==> src/rtl/nbit_adder.sv <==
// N-bit ripple-carry adder with carry-in, carry-out and signed overflow.
// The sum, carry and overflow flag are registered, giving one cycle of latency.

module fa_cell (
    input  logic a,
    input  logic b,
    input  logic ci,
    output logic s,
    output logic co
);
    logic p;

    assign p  = a ^ b;
    assign s  = p ^ ci;
    assign co = (a & b) | (ci & p);
endmodule

module nbit_adder #(
    parameter int N = 4
) (
    input  logic         clk,
    input  logic         rst_n,
    input  logic [N-1:0] a,
    input  logic [N-1:0] b,
    input  logic         cin,
    output logic [N-1:0] s,
    output logic         cout,
    output logic         ovf
);
    typedef struct packed {
        logic [N-1:0] s;
        logic         cout;
        logic         ovf;
    } res_t;

    logic [N:0]   c;
    logic [N-1:0] s_next;
    res_t         res_d;
    res_t         res_q;

    assign c[0] = cin;

    for (genvar i = 0; i < N; i++) begin : g_bit
        fa_cell u_fa (
            .a  (a[i]),
            .b  (b[i]),
            .ci (c[i]),
            .s  (s_next[i]),
            .co (c[i+1])
        );
    end

    // Overflow: carry into the MSB differs from carry out of it.
    assign res_d.s    = s_next;
    assign res_d.cout = c[N];
    assign res_d.ovf  = c[N] ^ c[N-1];

    always_ff @(posedge clk or negedge rst_n) begin
        if (!rst_n) res_q <= '0;
        else        res_q <= res_d;
    end

    assign s    = res_q.s;
    assign cout = res_q.cout;
    assign ovf  = res_q.ovf;
endmodule

==> config.mk <==
export PLATFORM = sky130hd
export DESIGN_NAME = nbit_adder
export DESIGN_NICKNAME = d
export VERILOG_FILES = /design/src/rtl/nbit_adder.sv
export SDC_FILE = /design/constraint.sdc
export NUM_CORES = 1
export LEC_CHECK = 0
export CORE_AREA = 2 2 39 41
export CTS_CLUSTER_DIAMETER = 80
export DETAILED_ROUTE_END_ITERATION = 8
export DIE_AREA = 0 0 41 43
export GPL_TIMING_DRIVEN = 0
export PLACE_DENSITY_LB_ADDON = 0.08
export SKIP_LAST_GASP = 1
export SLEW_MARGIN = 0
export SYNTH_ARGS = -nofsm -noshare
export SYNTH_HDL_FRONTEND = slang
export SYNTH_HIERARCHICAL = 1
export SYNTH_SLANG_ARGS = --single-unit
==> constraint.sdc <==
create_clock -name clk -period 1.1 [get_ports clk]
set_clock_uncertainty 0.1 [all_clocks]
set_input_delay 0.22 -clock clk [delete_from_list [all_inputs] [get_ports clk]]
set_output_delay 0.22 -clock clk [all_outputs]
set_load 0.05 [all_outputs]
==> flow_results.org, run 1 <==
** Drt
- Detailed Routing Iterations Pass 1 :: 1
- The detail route stage leaves a number of antenna-violating nets equal to 0.
- Avg Vias per Cell :: 3.48
- Total wirelength of the detailed-routed design :: 454 um
- Iter 0 DRT Violations :: 0
- In the routed design, unresolved DRC markers number 0.
- Per-cell routed wire length :: 9.46 um
- Total number of vias :: 167

** Placement
- Number of cells after detailed placement :: 43
- At the end of routability-driven placement, the weighted congestion stood at 0.632.
- Port buffering added 16 buffers.
- Summing all placed instances gives a cell area of 429 um2.
- Final HPWL from detailed placement :: 425 um

** GRT
- Most Crowded Layer GR :: met2
- Number of global-route vias before repair :: 189
- Global routing met2 resource utilization :: 9.06%
- All-Layer GR Usage :: 6.93%
- Wire length of the first global-routing pass :: 683 um
- Entering global routing, the biggest net connects 7 pins.
- The total overflow left after global routing is 0.
- For met1 alone, demand over resource in global routing was 5.74%.
- GR Layer Usage met3 :: 6.81%
- The initial antenna violation count was 0.

** Floorplan
- Row count :: 14
- In this run the standard cell core region covers 1380 um2.
- 17 I/O pins were placed.
- Measured along the x axis, the die boundary spans 41 um.
- Die extent in y :: 43 um
- For this configuration, the core starts out at a cell density of 17.3%.
- Full die area :: 1760 um2

** Synthesis
- Summed over its instances, the top area cell type makes up 62.8% of the synthesized netlist area.
- The synthesized design contains 6 register bits.
- Averaged over all synthesized cells, the footprint is 21.7 um2.
- Yosys printed 6 warnings.
- In this run the cell area of the synthesized design comes to 239 um2.
- Count of unique library cells instantiated by Yosys :: 3
- Number of standard cells after synthesis :: 11
- After synthesis, flip-flops and latches occupy 62.8% of the total area.
- In the post-synthesis netlist, the biggest area contributors are dfrtp_1, fa_1, xor2_1.
- Number of nets produced by synthesis :: 26
- Leading area contributor after synthesis :: dfrtp_1

** Timing
- Derived from the worst setup path, the maximum achievable clock frequency is 518 MHz.
- Fin. Hold Viols :: 0
- Slew Limit Fails :: 0
- Period Utilization, post-route :: 176%
- Min Clock Period, post-route :: 1930 ps
- Worst-case headroom to the max-slew limit :: 83.9%
- # setup viols final :: 5
- Setup repair after global routing could not meet its margin everywhere.
- For the pin with the worst max-slew slack, the measured transition is 241 ps.
- Total negative slack for setup checks :: -2850 ps
- Worst-case setup margin in the final layout :: -831 ps

** Clocking
- CTS root buffer :: clkbuf_4
- The number of clock buffers added by TritonCTS is 3.
- Clock slew at reported path FFs :: 40 ps
- Sinks on Clock Net :: 6
- TritonCTS built the clock tree.
- CTS H-Tree Depth :: 1
- Number of buffers between clock root and the deepest sink :: 2

** Critical path
- Data arrival time at the worst-slack endpoint :: 1950 ps
- STA classifies the critical path startpoint as an input port.
- The slowest stage of the critical path belongs to the cell fa_2.
- Capturing element type of the critical path :: flop
- Broken down by cell family, the worst path's largest delay share belongs to adder cells.
- The worst setup path is of the in2reg kind.
- STA puts the critical path data required time at 1120 ps.
- Together, buffers and inverters on the worst path number 1.
- On the worst path, the slowest cell contributes a delay of 380 ps.
- In this run the worst path has a maximum fanout of 2.
- Traced cell by cell, the critical path runs through buf_6, fa_2, fa_2, fa_2, fa_2, xor2_1.
- By instance count, the cell type seen most on the critical path is fa_2.

** Pwr
- Of the total power, combinational logic draws 39.8%.
- Proportion of power drawn by the clock network :: 24.3%
- Switching share of power :: 34.3%
- Across the VDD grid, the largest voltage drop is 0.000439 V.
- For this design the total switching power over the nets is 264 uW.
- Portion of total power attributed to sequential cells :: 35.8%
- Cell internal power was estimated by the tool at 506 uW.
- Pwr dens :: 1660 nW/um2
- Leakage Power :: 0.000204 uW

** Final layout
- Counting the fill cells in the layout gives 145.
- Share of final-layout standard cells stronger than drive strength 1 :: 56.3%
- The count of cells in the finished layout, fillers not included, comes to 48.
- The net count of the finished layout is 49.
- Antenna fix cells :: 0
- Final design instance area without fill :: 463 um2
- Area Growth Syn to Fin :: 93.7%

** Outcome
- Status :: finished, violations left
- Failing checks :: negative setup slack

** Flow run
- Maximum Capacitance Violations :: 0

** Worst hold path
- The path class of the tightest hold or removal check is in2async.
## through the flow
stage	utilization, %	setup WS, ps	total power [uW]	hold slack, ps
floorplan	-	-955	438	-176
global placement	31.0	-1470	570	366
detailed placement	31.0	-1480	570	365
CTS	33.5	-825	788	110
global route	33.5	-852	832	116
finish	33.5	-831	770	113
## power groups by stage
stage | clock, uW | combinational (uW) | sequential [uW]
2_1_floorplan | 0 | 31.1 | 407
4_1_cts | 200 | 311 | 277
5_1_grt | 223 | 331 | 278
3_5_place_dp | 0 | 298 | 272
3_3_place_gp | 0 | 299 | 271
6_report | 187 | 307 | 276
## cells by family after synthesis
| logic type | synth area share [%] |
|---|---|
| adder cells (fa/ha/maj) | 33.5 |
| flip-flops | 62.8 |
| XOR/XNOR | 3.67 |
## sequential cells by signal, summed over array words and instances, names as in the netlist
name	flops
cout	1
ovf	1
s	4
## synthesized netlist by cell type
cell     n
dfrtp_1  6
fa_1     4
xor2_1   1
## cell type report
class / instances / area (um2) / share of cell area (%)
repair buffers: 18 / 171 / 37.0
flip-flops and latches: 6 / 150 / 32.4
multi-input cells: 5 / 98.8 / 21.4
clock buffers: 3 / 22.5 / 4.86
well taps: 16 / 20.0 / 4.32
## placed cells by master, fill, tap and decap left out
cell / count
buf_6: 7
xor2_1: 1
dfrtp_1: 6
clkbuf_4: 3
buf_2: 2
clkdlybuf4s50_1: 5
fa_2: 4
buf_4: 2
dlygate4sd2_1: 2
## routing by layer
metal / share of wire, % / wire length [um]
met5: 0 / 0
met4: 0 / 0
met3: 24 / 108
met2: 49 / 222
met1: 27 / 122
## how the worst max path moves through the flow
stage / slack [ps] / endpoint / cells past startpoint / startpoint
3_5_place_dp: -1480 / ovf$_DFF_PN0_ / 6 / a[0]
2_1_floorplan: -950 / ovf$_DFF_PN0_ / 5 / a[0]
3_3_place_gp: -1470 / ovf$_DFF_PN0_ / 6 / a[0]
4_1_cts: -830 / ovf$_DFF_PN0_ / 6 / cin
6_report: -830 / ovf$_DFF_PN0_ / 6 / cin
5_1_grt: -850 / ovf$_DFF_PN0_ / 6 / cin
## repair_timing
action                                  in CTS  in global routing
gates resized for setup                     57                  0
endpoints found under the setup margin      12                 10
hold buffers                                 0                  0
pin swaps                                    5                  2
buffers inserted                             2                  0
(Power assumes the default switching activity.)
==> inputs of run 2 (changes only) <==
Settings changed: PLACE_DENSITY set to 0.45, PLACE_DENSITY_LB_ADDON 0.08 to not set.
==> run 2 against run 1 <==
- the flow still finishes with violations (negative setup slack)
- design area fell by 1.6%
- worst hold slack improved by 2.8 ps
- maximum frequency rose by 0.20%
==> flow_results.org, run 2 (synthesized netlist as in run 1, its figures left out) <==
** Clocking
- The TritonCTS buffer count was 3 (unchanged).
- The clock transition at the registers of the reported paths is 40 ps (about the same).
- The maximum count of clock buffers along a single path is 2 (unchanged).
- Number of hold buffers added after cts :: 0 (unchanged)
- The CTS sink count was 6 (unchanged).
- The count of H-tree levels built during CTS came to 1 (unchanged).
- CTS root buffer :: clkbuf_4
- TritonCTS built the clock tree.

** GRT
- Sum of overflow across all layers after global routing :: 0 (unchanged)
- The overall track demand over capacity in global routing is 5.09% (-1.8 points).
- Maximum number of pins on one net before global-route repair :: 7 (unchanged)
- Number of antenna violations at the first check in global routing :: 0 (unchanged)
- Number of global-route vias before repair :: 168 (-11%)
- The global-route wire length before repair came to 524 um (-23%).

** Critical path
- Walking the worst path, the cells encountered are buf_6, fa_2, fa_2, fa_2, fa_2, xor2_1.
- Required @ worst endpoint :: 1120 ps (about the same)
- Cell type with the highest occurrence count on the critical path :: fa_2
- The largest stage delay on the critical path is 390 ps (about the same).
- Data arrival time at the worst-slack endpoint :: 1950 ps (about the same)
- Worst-path maximum fanout :: 2 (unchanged)
- Nature of the critical path startpoint :: input port
- The critical path in this run is classified as in2reg.
- The slowest stage of the critical path belongs to the cell fa_2.
- Capturing element type of the critical path :: flop

** Floorplan
- The width of the die came to 41 um (unchanged).
- Die extent in y :: 43 um (unchanged)
- The initial core utilization is 17.3% (unchanged).
- The floorplan die area is 1760 um2 (unchanged).
- The number of standard-cell rows in the floorplan came to 14 (unchanged).
- Core region area :: 1380 um2 (unchanged)
- Number of top-level pins :: 17 (unchanged)

** Timing
- Fin. Hold Viols :: 0 (unchanged)
- Worst-case setup margin in the final layout :: -827 ps (+3.84 ps)
- The share of the cycle needed by the critical path after routing was 175% (-0.35 points).
- The final setup violation count is 5 (unchanged).
- The maximum operating frequency was 519 MHz (+0.20%).
- The worst hold margin was 116 ps (+2.81 ps).
- Setup repair after global routing could not meet its margin everywhere.
- The post-layout minimum cycle time was 1930 ps (-3.84 ps).
- Slew Limit Fails :: 0 (unchanged)
- The slew of the pin with the lowest slew margin was 243 ps (+2.06 ps).
- The worst max-slew margin expressed relative to the limit is 83.7% (-0.14 points).

** Outcome
- The flow ran to the end, but the final reports show violations.
- The final reports fail on negative setup slack.

** Drt
- The final wirelength was 359 um (-21%).
- The number of design rule violations left after detail routing is 0 (unchanged).
- Iter 0 DRT Violations :: 0 (unchanged)
- Number of nets with antenna violations after detailed routing :: 0 (unchanged)
- Avg Vias per Cell :: 3.36 (-3.4%)
- The number of vias in the routed layout was 158 (-5.4%).
- The length of the first detailed-routing pass in iterations came to 1 (unchanged).
- The routed length per placed instance is 7.64 um (-19%).

** Placement
- Setup slack at placement :: -1470 ps (+16.6 ps)
- The count of input and output buffers was 16 (unchanged).
- The placer congestion estimate came to 0.535 (-15%).
- Cell area after placement :: 429 um2 (unchanged)

** Pwr
- The leakage power summed over all cells was 0.000199 uW (-2.4%).
- The cell area power density came to 1670 nW/um2 (+0.44%).
- The largest vdd supply drop is 0.000464 V (+5.7%).

** Final layout
- In the layout the commonest cells are buf_6, dfrtp_1, clkdlybuf4s50_1.
- Area Growth Syn to Fin :: 90.6%
- Antenna fix cells :: 0 (unchanged)
- The number of flip-flops under the largest register name was 4 (unchanged).
- Leaving out fill and tap cells, the most frequent cell in the layout is buf_6.
- The net total in the final layout is 48 (-2.0%).
- The fraction of layout cells with a size suffix above 1 came to 54.8% (-1.4 points).
- Final design instance area without fill :: 455 um2 (-1.6%)

** Flow run
- Maximum Capacitance Violations :: 0 (unchanged)

** Worst hold path
- The min-delay analysis places its worst path in the category in2async.
run 2: cell count changes in the layout (fill, tap and decap cells not counted), sizes merged:
cell and change:
buf -1
run 2: final timing paths:
path / start / cells past startpoint / endpoint / slack [ps]
setup / recovery: cin / 6 / ovf$_DFF_PN0_ / -830
min in group clk: cin / 2 / s[0]$_DFF_PN0_ / 180
max in group asynchronous: rst_n / 1 / s[1]$_DFF_PN0_ / 590
hold / removal: rst_n / 1 / ovf$_DFF_PN0_ / 120
run 2: report_power, final:
group	total (uW)	switching, uW	internal, uW
Clock	186	63.6	122
Combinational	301	180	121
Sequential	274	15.5	259
Total	761	259	502
run 2: per-stage QoR:
step | instances | setup TNS [ps] | util, % | total power, uW
floorplan | 11 | -3450 | - | 438
global placement | 43 | -8030 | 31.0 | 563
detailed placement | 43 | -8100 | 31.0 | 566
CTS | 46 | -2690 | 31.3 | 748
global route | 47 | -2850 | 32.9 | 817
finish | 47 | -2720 | 32.9 | 761
run 2: final cells by class:
cell class,count,area [um2]
sequential,6,150
clock buffer,3,22.5
timing repair buffer,17,164
multi-input combinational,5,98.8
tap,16,20.0
fill,148,928
run 2: per-layer routing:
layer / GRT usage [%] / vias to the layer above / wire [um]
met5: 0 / - / 0
met4: 10.0 / 0 / 0
met3: 0 / 0 / 47
met2: 8.44 / 9 / 226
met1: 2.68 / 76 / 86
li1: - / 73 / -
run 2: timing repair:
item | CTS | global route
resized for setup | 53 | 4
setup buffers | 0 | 1
pin swaps | 5 | 2
endpoints found under the setup margin | 12 | 11
endpoints found under the hold margin | 0 | 0
run 2: worst max-delay path, delay by kind of cell:
family | cells | cell delay, ps
xor+xnor | 1 | 160
fa+ha+maj | 4 | 1470
buf+inv | 1 | 90
==> inputs of run 3 (changes only) <==
Settings changed: ABC_CLOCK_PERIOD_IN_PS set to 1100, PLACE_DENSITY 0.45 to not set, PLACE_DENSITY_LB_ADDON set to 0.05, SKIP_CTS_REPAIR_TIMING set to 1.
==> run 3 against run 2 <==
- the run still ends with negative setup slack left
- core utilization increased by 0.54 points
- cell count unchanged
- sequential share of layout area shrank 0.53 points
- wire length up 32%
- clock power grew 3%
- count of clock-buffer cells in the layout stayed put
- die area stayed put
- setup slack worse by 43 ps
- non-clock buffer count stayed put
- largest power group unchanged
==> flow_results.org, run 3 (synthesized netlist as in run 1, its figures left out) <==
** Timing
- The post-layout minimum cycle time is 1970 ps (+43.4 ps).
- Fin. Hold Viols :: 0 (unchanged)
- Worst-case headroom to the max-slew limit :: 83.3% (-0.42 points)
- The maximum operating frequency came to 507 MHz (-2.2%).
- Period Utilization, post-route :: 179% (+3.9 points)
- The final setup violation count came to 5 (unchanged).
- Setup repair after global routing could not meet its margin everywhere.
- Worst hold slack across all endpoints :: 112 ps (-3.51 ps)
- Total negative slack for setup checks :: -2810 ps (-96.1 ps)
- The slew of the pin with the lowest slew margin is 250 ps (+6.28 ps).
- Worst-case setup margin in the final layout :: -871 ps (-43.4 ps)
- The number of slew-limit violations in the final report was 0 (unchanged).

** Floorplan
- Full die area :: 1760 um2 (unchanged)
- Starting Density :: 17.3% (unchanged)
- The width of the die is 41 um (unchanged).
- Core region area :: 1380 um2 (unchanged)
- Row count :: 14 (unchanged)
- The count of boundary I/O pins came to 17 (unchanged).
- The die height is 43 um (unchanged).

** Final layout
- Leaving out fill and tap cells, the most frequent cell in the layout is buf_6.
- The net total in the final layout was 48 (unchanged).
- The area growth from synthesis to layout is 93.7%.
- Most frequent cells in the layout :: buf_6, dfrtp_1, clkdlybuf4s50_1
- Final cell count without fillers :: 47 (unchanged)
- The number of flip-flops under the largest register name was 4 (unchanged).
- Share of final-layout standard cells stronger than drive strength 1 :: 54.8% (unchanged)
- Antenna fix cells :: 0 (unchanged)
- Final design instance area without fill :: 463 um2 (+1.6%)

** Pwr
- Switching share of power :: 34.7% (+0.62 points)
- The reported net switching power is 267 uW (+3.2%).
- The clock share of power is 24.8% (+0.4 points).
- Leakage Power :: 0.000215 uW (+8.1%)
- The largest vdd supply drop was 0.000471 V (+1.7%).
- Gate power share :: 39.5% (about the same)
- Power after layout :: 771 uW (+1.4%)
- The relative contribution of sequential cells to total power is 35.8% (-0.3 points).
- Internal Pwr Total :: 504 uW (+0.43%)
- Pwr dens :: 1670 nW/um2 (-0.26%)

** Outcome
- Failing checks :: negative setup slack
- The run finished, with violations left.

** Drt
- Iter 0 DRT Violations :: 0 (unchanged)
- The met3 wirelength from detailed routing came to 87 um (+85%).
- The detailed router used layers up to and including met3.
- The number of vias in the routed layout is 163 (+3.2%).
- The length of routed wiring on met1 came to 150 um (+74%).
- Number of nets with antenna violations after detailed routing :: 0 (unchanged)
- Per-cell routed wire length :: 10.1 um (+32%)
- The final wirelength is 473 um (+32%).
- The routed via count divided by cell count came to 3.47 (+3.2%).
- The number of design rule violations left after detail routing is 0 (unchanged).
- The detailed-routed wire length on met2 came to 235 um (+4.0%).
- The length of the first detailed-routing pass in iterations came to 1 (unchanged).

** GRT
- The overall track demand over capacity in global routing was 7.43% (+2.3 points).
- The largest net degree at the start of global routing is 7 (unchanged).
- The initial antenna violation count is 0 (unchanged).
- The via count of the first global-routing pass was 189 (+13%).
- Sum of overflow across all layers after global routing :: 0 (unchanged)
- Wire length of the first global-routing pass :: 745 um (+42%)

** Placement
- Number of cells after detailed placement :: 43 (unchanged)
- Port bufs :: 16 (unchanged)
- Final HPWL from detailed placement :: 430 um
- The placer congestion estimate was 0.614 (+15%).
- The post-placement cell area came to 429 um2 (unchanged).

** Critical path
- The critical path in this run is classified as in2reg.
- The worst setup path is launched from an input port.
- The worst path required time was 1120 ps (about the same).
- Capturing element type of the critical path :: flop
- Data arrival time at the worst-slack endpoint :: 1990 ps (+40 ps)
- Worst-path maximum fanout :: 2 (unchanged)

** Clocking
- The maximum count of clock buffers along a single path came to 2 (unchanged).
- CTS H-Tree Depth :: 1 (unchanged)
- Sinks on Clock Net :: 6 (unchanged)
- TritonCTS clock tree :: done
- Number of buffers added by the clock tree synthesis step :: 3 (unchanged)
- CTS root buffer :: clkbuf_4
- The clock transition at the registers of the reported paths is 40 ps (about the same).

** Worst hold path
- Type of the worst min-delay path :: in2async

** Flow run
- Maximum Capacitance Violations :: 0 (unchanged)
-- run 3: cell count changes in the layout (fill, tap and decap cells not counted) --
| cell | before | now |
|---|---|---|
| clkbuf_2 | 0 | 2 |
| buf_2 | 2 | 0 |
| dlygate4sd2_1 | 2 | 0 |
| dlymetal6s2s_1 | 0 | 2 |
-- run 3: worst paths after layout --
| check | startpoint | slack (ps) | cells after the start | to |
|---|---|---|---|---|
| min in group clk | a[0] | 170 | 2 | s[0]$_DFF_PN0_ |
| setup / recovery | a[0] | -870 | 6 | ovf$_DFF_PN0_ |
| max in group asynchronous | rst_n | 580 | 1 | ovf$_DFF_PN0_ |
| hold / removal | rst_n | 110 | 1 | cout$_DFF_PN0_ |
-- run 3: power groups by stage --
stage | clock, uW | sequential (uW) | combinational (uW)
5_1_grt | 229 | 277 | 331
3_5_place_dp | 0 | 272 | 300
2_1_floorplan | 0 | 407 | 31.1
6_report | 191 | 276 | 305
3_3_place_gp | 0 | 270 | 299
4_1_cts | 206 | 268 | 299
-- run 3: stage by stage --
| stage | setup slack [ps] | util [%] |
|---|---|---|
| floorplan | -955 | - |
| global placement | -1480 | 31.0 |
| detailed placement | -1490 | 31.0 |
| CTS | -1240 | 32.6 |
| global route | -893 | 33.5 |
| finish | -871 | 33.5 |
-- run 3: critical path, cell delays in order --
cell,delay (ps)
buf_6,90
fa_2,370
fa_2,360
fa_2,370
fa_2,410
xor2_1,160
-- run 3: final cells by class --
type | count | area, um2
Fill cell | 140 | 921
Multi-Input combinational cell | 5 | 98.8
Clock buffer | 3 | 22.5
Timing Repair Buffer | 17 | 171
Tap cell | 16 | 20.0
Sequential cell | 6 | 150
-- run 3: per-layer routing --
metal | global-route usage [%] | vias to the layer above
li1 | - | 73
met1 | 6.71 | 73
met2 | 9.69 | 17
met3 | 5.24 | 0
met4 | 8.00 | 0
met5 | 0 | -
